==> config.mk <==
export PLATFORM = sky130hd
export DESIGN_NAME = trigger_conditioner_flat
export DESIGN_NICKNAME = d
export VERILOG_FILES = /design/src/rtl/trigger_conditioner_if.sv /design/src/rtl/trigger_conditioner.sv /design/src/flat_wrapper.sv
export SDC_FILE = /design/constraint.sdc
export NUM_CORES = 1
export LEC_CHECK = 0
export CAP_MARGIN = 25
export CORE_ASPECT_RATIO = 1.1
export CORE_MARGIN = 2
export CORE_UTILIZATION = 47
export DETAILED_ROUTE_END_ITERATION = 6
export PLACE_DENSITY = 0.77
export RECOVER_POWER = 50
export SYNTH_ARGS = -nofsm -noshare
export SYNTH_HDL_FRONTEND = slang
export SYNTH_SLANG_ARGS = --single-unit
==> constraint.sdc <==
create_clock -name clk -period 2 [get_ports clk]
set_input_delay 0.4 -clock clk [delete_from_list [all_inputs] [get_ports clk]]
set_output_delay 0.4 -clock clk [all_outputs]
set_load 0.05 [all_outputs]
==> src/rtl/trigger_conditioner_if.sv <==
// Signal bundle between a trigger source and its consumer: raw button/strobe
// and enable in, conditioned trigger plus status out.
interface trigger_conditioner_if #(
    parameter int DROP_W = 8
);
    logic              btn_in;
    logic              en;
    logic              trigger;
    logic              level;
    logic              busy;
    logic [DROP_W-1:0] drop_cnt;

    // Stimulus side: drives the raw input and enable, observes the results.
    modport master (
        output btn_in,
        output en,
        input  trigger,
        input  level,
        input  busy,
        input  drop_cnt
    );

    // Conditioner side.
    modport slave (
        input  btn_in,
        input  en,
        output trigger,
        output level,
        output busy,
        output drop_cnt
    );
endinterface

==> src/rtl/trigger_conditioner.sv <==
// Turns a raw, asynchronous, bouncy input into a clean one-cycle trigger:
// two-flop synchronizer, counter debouncer, rising-edge one-shot, and a
// holdoff lockout that rejects (and counts) edges arriving too soon.
module trigger_conditioner #(
    parameter int DEBOUNCE_CYCLES = 4,
    parameter int HOLDOFF_CYCLES  = 8,
    parameter int DROP_W          = 8
) (
    input  logic                  clk,
    input  logic                  rst,
    trigger_conditioner_if.slave  bus
);

    localparam int DW = (DEBOUNCE_CYCLES > 1) ? $clog2(DEBOUNCE_CYCLES) : 1;
    localparam int HW = $clog2(HOLDOFF_CYCLES + 1);
    localparam logic [DW-1:0] DB_LAST = DW'(DEBOUNCE_CYCLES - 1);
    localparam logic [HW-1:0] H_LOAD  = HW'(HOLDOFF_CYCLES);
    localparam logic [HW-1:0] H_LAST  = HW'(1);

    // FIRE is the single trigger cycle; HOLDOFF spans the busy window after it.
    typedef enum logic [1:0] {
        IDLE    = 2'd0,
        FIRE    = 2'd1,
        HOLDOFF = 2'd2
    } state_t;

    logic              sync1_reg;
    logic              sync2_reg;
    logic              level_reg;
    logic              level_next;
    logic [DW-1:0]     dcnt_reg;
    logic [DW-1:0]     dcnt_next;
    logic              rise;

    state_t            state_reg;
    logic              trigger_reg;
    logic              busy_reg;
    logic [HW-1:0]     hcnt_reg;
    logic [DROP_W-1:0] drop_cnt_reg;
    logic              drop_sat;

    // Two-flop synchronizer; only sync2 is used downstream.
    always_ff @(posedge clk) begin
        if (rst) begin
            sync1_reg <= 1'b0;
            sync2_reg <= 1'b0;
        end else begin
            sync1_reg <= bus.btn_in;
            sync2_reg <= sync1_reg;
        end
    end

    // Debounce: a new level must be seen on DEBOUNCE_CYCLES consecutive samples;
    // any sample matching the current level restarts the count.
    always_comb begin
        dcnt_next  = dcnt_reg;
        level_next = level_reg;
        if (sync2_reg == level_reg) begin
            dcnt_next = '0;
        end else if (dcnt_reg == DB_LAST) begin
            level_next = sync2_reg;
            dcnt_next  = '0;
        end else begin
            dcnt_next = dcnt_reg + 1'b1;
        end
    end

    // Rising edge of the debounced level, seen one edge early so the
    // registered trigger lines up with the first high cycle of level.
    assign rise     = level_next & ~level_reg;
    assign drop_sat = &drop_cnt_reg;

    // Debounce state registers.
    always_ff @(posedge clk) begin
        if (rst) begin
            level_reg <= 1'b0;
            dcnt_reg  <= '0;
        end else begin
            level_reg <= level_next;
            dcnt_reg  <= dcnt_next;
        end
    end

    // One-shot and holdoff FSM with registered trigger, busy and drop count.
    always_ff @(posedge clk) begin
        if (rst) begin
            state_reg    <= IDLE;
            trigger_reg  <= 1'b0;
            busy_reg     <= 1'b0;
            hcnt_reg     <= '0;
            drop_cnt_reg <= '0;
        end else begin
            trigger_reg <= 1'b0;
            case (state_reg)
                IDLE: begin
                    if (rise && bus.en) begin
                        trigger_reg <= 1'b1;
                        state_reg   <= FIRE;
                    end
                end
                FIRE: begin
                    busy_reg  <= 1'b1;
                    hcnt_reg  <= H_LOAD;
                    state_reg <= HOLDOFF;
                    if (rise && !drop_sat) begin
                        drop_cnt_reg <= drop_cnt_reg + 1'b1;
                    end
                end
                HOLDOFF: begin
                    if (hcnt_reg == H_LAST) begin
                        // Last busy cycle: an edge landing now shows up just
                        // after the window closes, so it is accepted.
                        busy_reg <= 1'b0;
                        hcnt_reg <= '0;
                        if (rise && bus.en) begin
                            trigger_reg <= 1'b1;
                            state_reg   <= FIRE;
                        end else begin
                            state_reg <= IDLE;
                        end
                    end else begin
                        hcnt_reg <= hcnt_reg - 1'b1;
                        if (rise && !drop_sat) begin
                            drop_cnt_reg <= drop_cnt_reg + 1'b1;
                        end
                    end
                end
                default: begin
                    state_reg <= IDLE;
                    busy_reg  <= 1'b0;
                    hcnt_reg  <= '0;
                end
            endcase
        end
    end

    assign bus.trigger  = trigger_reg;
    assign bus.level    = level_reg;
    assign bus.busy     = busy_reg;
    assign bus.drop_cnt = drop_cnt_reg;

endmodule
==> src/flat_wrapper.sv <==
// flat-port wrapper written by rule: the top's interface ports become plain ports
module trigger_conditioner_flat 
#(
    parameter int DEBOUNCE_CYCLES = 4,
    parameter int HOLDOFF_CYCLES  = 8,
    parameter int DROP_W          = 8
)
  (clk, rst, bus_btn_in, bus_en, bus_trigger, bus_level, bus_busy, bus_drop_cnt);
  trigger_conditioner_if #(.DROP_W(DROP_W)) bus_i ();
  input  logic clk;
  input  logic rst;
  input wire logic [$bits(bus_i.btn_in)-1:0] bus_btn_in;
  input wire logic [$bits(bus_i.en)-1:0] bus_en;
  output wire logic [$bits(bus_i.trigger)-1:0] bus_trigger;
  output wire logic [$bits(bus_i.level)-1:0] bus_level;
  output wire logic [$bits(bus_i.busy)-1:0] bus_busy;
  output wire logic [$bits(bus_i.drop_cnt)-1:0] bus_drop_cnt;
  assign bus_i.btn_in = bus_btn_in;
  assign bus_i.en = bus_en;
  assign bus_trigger = bus_i.trigger;
  assign bus_level = bus_i.level;
  assign bus_busy = bus_i.busy;
  assign bus_drop_cnt = bus_i.drop_cnt;
  trigger_conditioner #(.DEBOUNCE_CYCLES(DEBOUNCE_CYCLES), .HOLDOFF_CYCLES(HOLDOFF_CYCLES), .DROP_W(DROP_W)) u_core (.clk(clk), .rst(rst), .bus(bus_i));
endmodule
== Word level (Yosys, flattened, before mapping) ==
Cells that the tools add are included.
Operators by class
  div/mod/pow operators: 0
  muxes and demuxes: 16
  order comparisons: 0
  shift operators: 0
  bitwise gates (word level): 3
  $add $sub $neg: 3
  equal/unequal tests: 8
  reduce and logical (&&, ||, !) cells: 10
  multiply operators: 0
Operators by type and width (number)
  8-bit 2-to-1 mux: 2
  8-bit one-hot mux with 2 select lines: 1
  4-bit one-hot mux with 3 select lines: 1
  8-bit by 1-bit adder with 8-bit output, second input constant: 1
  8-bit AND reduction: 1
  1-bit 2-to-1 mux: 6
  2-bit one-hot mux with 3 select lines: 1
  2-bit AND reduction: 3
  2-bit == test, second input constant: 2
  4-bit by 1-bit == test with 1-bit output, second input constant: 1
  2-bit 2-to-1 mux: 2
  4-bit 2-to-1 mux: 1
  2-bit by 1-bit inequality test with 1-bit output, second input constant: 2
  4-bit by 1-bit subtractor with 4-bit output, second input constant: 1
  1-bit one-hot mux with 3 select lines: 1
  3-bit OR reduction: 1
  2-bit by 1-bit adder with 2-bit output, second input constant: 1
  2-bit by 1-bit == test with 1-bit output, second input constant: 1
  1-bit logical AND: 2
  2-bit logical NOT: 1
  2-bit inequality test, second input constant: 1
  1-bit inverter: 2
  1-bit one-hot mux with 2 select lines: 1
  2-bit nonzero test: 1
  3 further kinds: 3
Word-level totals
  memories kept: 0
  RAM bits: 0
  logic and storage cells: 49
  output and inout port bits: 11
  register bits after elaboration: 21
  latch bits: 0
  bits in read-only memories: 0
  input port bits: 4

== Logic depth before layout (Yosys ltp) ==
Gate-level depths: netlist of run 1.
  depth in word-level cells: 8
  mapped depth: 7
  mapped depth without buffers: 6

== Least setup slack after synthesis of run 1 ==
No wires, ideal clock.
  path kind: reg-to-reg
  start: reg u_core.state_reg[0]
  end: reg u_core.drop_cnt_reg[7] (netlist: u_core.bus.drop_cnt[7])
  cell stages (with the launch flop): 7
  path buffers: 0
  data required time: 1.929 ns
  clock period less this slack: 2.097 ns
  setup time: 0.071 ns
  arrival time: 2.026 ns
  path slack: -0.097 ns
  cells stage by stage: dfxtp_1 inv_1 ha_1 and4bb_1 or4_4 or4_1 a21oi_1
On the way
  cells in the longest elaborated chain, start to end: 3
  elaborated cells between the ends (all ways): 6
  those cells by class: 3 x eq/ne; 1 x mux; 2 x reduce/logical
Ends and longest elaborated chain
  from (decl): RTL line trigger_conditioner.sv:35  | state_t state_reg;
  from (signal assigned): RTL line trigger_conditioner.sv:87  | state_reg <= IDLE;
  from (signal assigned): RTL line trigger_conditioner.sv:98  | state_reg <= FIRE;
  from (signal assigned): RTL line trigger_conditioner.sv:104  | state_reg <= HOLDOFF;
  2-bit == test / 2-bit by 1-bit == test with 1-bit output (equally long branches): RTL line trigger_conditioner.sv:94  | case (state_reg)
  2-bit inequality test (no source line) / 2-bit nonzero test (equally long branches)
  2-bit AND reduction (no source line)
  to (signal assigned): RTL line trigger_conditioner.sv:106  | drop_cnt_reg <= drop_cnt_reg + 1'b1;
  to (signal assigned): RTL line trigger_conditioner.sv:124  | drop_cnt_reg <= drop_cnt_reg + 1'b1;
  to (decl): RTL line trigger_conditioner.sv:39  | logic [DROP_W-1:0] drop_cnt_reg;
Parallel ways exist; a longest one is shown, timed or not.
A chain may end at the register's enable or synchronous reset.

== Worst setup path in the final report of run 1 ==
  start: reg u_core.hcnt_reg[1]
  end: reg u_core.drop_cnt_reg[7] (netlist: u_core.bus.drop_cnt[7])
On the way
  cells in the longest elaborated chain, start to end: 3
Ends and longest elaborated chain
  from (decl): RTL line trigger_conditioner.sv:38  | logic [HW-1:0] hcnt_reg;
  from (signal assigned): RTL line trigger_conditioner.sv:122  | hcnt_reg <= hcnt_reg - 1'b1;
  4-bit by 1-bit == test with 1-bit output: RTL line trigger_conditioner.sv:110  | if (hcnt_reg == H_LAST) begin
  2-bit inequality test (no source line)
  2-bit AND reduction (no source line)
No other way between the ends.

==> impl_metrics.tcl, run 1 <==
set metrics [dict create \
    status "finished clean" \
    track_usage_pct 18.8 \
    largest_register_ffs 8 \
    synth_cell_types 35 \
    die_area_um2 2640 \
    yosysTopAreaCellShare_pct 39.9 \
    busiest_layer "met2" \
    io_buffers 14 \
    ant_nets 0 \
    syn_nets 133 \
    yosysMostFrequentCell "dfxtp_1" \
    netSwitchingFraction_pct 21.0 \
    hold_ws_ns 0.424 \
    relSlewSlack_pct 60.2 \
    finalNetCount 158 \
    path_clk_slew_ns 0.12 \
    netlist_area_um2 1050 \
    drt_wl_total_um 2380 \
    ys_ff_latch 21 \
    p_sw_w 0.000135 \
    use_met3_pct 3.33 \
    root_buffer "clkbuf_4" \
    postPlaceCellArea_um2 1290 \
    rsz0062_at_grt "yes" \
    cts_hold_buffers 0 \
    gp_congestion 0.817 \
    start_kind "flop" \
    setup_violations 0 \
    synthTopCellsByArea "dfxtp_1 40%, ha_1 9.5%, a21oi_1 4.3%" \
    period_share_pct 99.9 \
    dr.pass1.iters 4 \
    coreArea_um2 2180 \
    timing.rr.start "u_core.hcnt_reg[1]$_SDFFE_PP0N_" \
    final-hold-violation-count 0 \
    synth_edf_count 0 \
    sequentialPowerShare_pct 65.6 \
    clock_latency_ns 0.29 \
    synthArstFlopShare_pct 0 \
    drive_above_1_share_pct 20.7 \
    n_antenna_cell 0 \
    fin_util_pct 62.7 \
    cts.sinks 21 \
    syn_inst 121 \
    required_ns 2.23 \
    cts_buffers 3 \
    max_cap_viol_count 0 \
    netlist_top_cells_count "21 x dfxtp_1, 12 x nor2_1, 10 x inv_1, 9 x a21oi_1" \
    grt_use_met2_pct 36.9 \
    die_w_um 49.2 \
    die_h_um 53.7 \
    reg2reg_to "u_core.bus.drop_cnt[7]$_SDFFE_PP0P_" \
    io_pins 15 \
    drtIter0Drc 19 \
    clockBufferDepth 2 \
    combinationalPowerShare_pct 3.1 \
    placementRows 18 \
    hp-start "u_core.dcnt_reg[0]$_SDFF_PP0_" \
    worstRegToRegCells 6 \
    vias 969 \
    yosys.area.top_type "dfxtp_1" \
    clockPowerShare_pct 31.3 \
    htreeDepth 1 \
    hold_end "u_core.dcnt_reg[0]$_SDFF_PP0_" \
    synth.avg_cell_area_um2 8.72 \
    cellLeakagePower_nw 0.490 \
    grt_pass1_wl_um 3800 \
    gr-total-overflow 0 \
    vias_per_cell 5.54 \
    worst-setup-path-type "reg2reg" \
    initial_core_util_pct 48.3 \
    fin_skew_ns 0.00423 \
    hpwl_um 1710 \
    grt_pass1_vias 958 \
    drc 0 \
    vdd_drop_max_v 0.000307 \
    powerDensity_nw_per_um2 470 \
    end_kind "flop" \
    antenna_found_initial 0 \
    cp_max_fo 5 \
    finalMaxSlewViolations 0 \
    grt_max_degree 12 \
    whs_path_depth 1 \
    met1_usage_pct 18.9 \
    areaGrowthSynthToFinish_pct 29.8 \
    fmax_ghz 0.500 \
    wl_per_cell_um 13.6 \
    synth.yosys.seq_area_share_pct 39.9 \
    internal_power_w 0.000508 \
    yosysWarnings 0 \
    synthFlopType "dfxtp_1" \
    fin_total_pwr_w 0.000643 \
    critPathArrivalTime_ns 2.23 \
    tritoncts "built" \
    period_needed_ns 2.00 \
    reg2reg_slack_ns 0.001 \
    hold_class "reg2reg" \
    finish.instance_area_um2 1370 \
    worst_pin_slew_ns 0.599 \
]
==> cell usage in the layout, fill, tap and decap left out, types with 3 or more instances in the layout <==
master / netlist / layout
a21oi_1: 9 / 8
clkbuf_1: 5 / 3
clkdlybuf4s50_1: 0 / 12
dfxtp_1: 21 / 17
inv_1: 10 / 9
mux2i_1: 3 / 3
nand3_1: 4 / 4
clkbuf_4: 0 / 3
o21ai_0: 3 / 3
nor3_1: 4 / 3
nand2_1: 8 / 8
nand4_1: 3 / 3
ha_1: 8 / 5
buf_4: 0 / 10
dfxtp_2: 0 / 4
or3_1: 4 / 3
nor2b_1: 3 / 3
nor2_1: 12 / 12
==> stage by stage <==
step	TNS (ns)	cells	setup WS (ns)
global route	-0.0739	175	-0.0739
finish	0	175	0.00144
floorplan	0	121	0.00475
global placement	0	169	0.0350
CTS	0	175	0.0000877
detailed placement	-0.116	169	-0.0412
==> kinds of logic (layout without fill, tap and decap cells) <==
kind of cell,count (synthesis),in the layout,synth area share [%]
and+or+nand+nor,47,47,24.2
AOI/OAI and AO/OA,24,24,15.5
DFF,21,21,39.9
buffers and inverters,15,39,5.34
adders and majority gates,8,8,9.49
muxes,4,4,3.91
xor gates and xnor gates,2,2,1.66
==> metal layers <==
| metal | wire length, um | up-vias |
|---|---|---|
| li1 | - | 482 |
| met1 | 1000 | 461 |
| met2 | 1280 | 22 |
| met3 | 72 | 4 |
| met4 | 31 | 0 |
| met5 | 0 | - |
==> how the worst max path moves through the flow <==
stage,from,end,slack (ns)
after floorplan,u_core.state_reg[0]$_SDFFE_PP0P_,u_core.bus.drop_cnt[7]$_SDFFE_PP0P_,0.005
after global placement,u_core.hcnt_reg[1]$_SDFFE_PP0N_,u_core.bus.drop_cnt[7]$_SDFFE_PP0P_,0.04
after detailed placement,u_core.hcnt_reg[1]$_SDFFE_PP0N_,u_core.bus.drop_cnt[7]$_SDFFE_PP0P_,-0.04
after CTS,u_core.state_reg[0]$_SDFFE_PP0P_,u_core.bus.drop_cnt[7]$_SDFFE_PP0P_,0.00009
after global routing,u_core.hcnt_reg[1]$_SDFFE_PP0N_,u_core.bus.drop_cnt[7]$_SDFFE_PP0P_,-0.07
final,u_core.hcnt_reg[1]$_SDFFE_PP0N_,u_core.bus.drop_cnt[7]$_SDFFE_PP0P_,0.001
==> critical path, cell delays in order (launching register included) <==
cell      delay, ns
dfxtp_2        0.34
inv_1          0.05
ha_2           0.17
and4bb_1       0.22
or4_4          0.54
or4_4          0.50
a21oi_2        0.12
==> power by group through the flow <==
stage	registers [W]	logic (W)	clock network [W]
after floorplan	0.000431	0.00000908	0
after global placement	0.000431	0.0000192	0
after detailed placement	0.000431	0.0000195	0
after CTS	0.000422	0.0000197	0.000209
after global routing	0.000423	0.0000219	0.000231
final	0.000422	0.0000201	0.000201
==> final cells by class <==
class	instances	area, um2
fillers	212	816
multi-input cells	85	631
flip-flops and latches	21	425
repair buffers	25	211
inverters	10	37.5
well taps	30	37.5
clock buffers	4	26.3
==> timing repair <==
item                       CTS  global route
resized for setup            7             9
pin swaps                    4             2
setup buffers                2             0
cloned                       0             0
setup endpoints to repair    6             5
No activity file was read; power rests on OpenSTA's default activity.
==> inputs of run 2 (changes only) <==
--- a/config.mk
+++ b/config.mk
@@ -9,6 +9,7 @@
 export CORE_ASPECT_RATIO = 1.1
 export CORE_MARGIN = 2
 export CORE_UTILIZATION = 47
+export CTS_CLUSTER_SIZE = 8
 export DETAILED_ROUTE_END_ITERATION = 6
 export PLACE_DENSITY = 0.77
 export RECOVER_POWER = 50
==> results of run 2 <==
Final layout, timing and power as in run 1 (identical DEF).
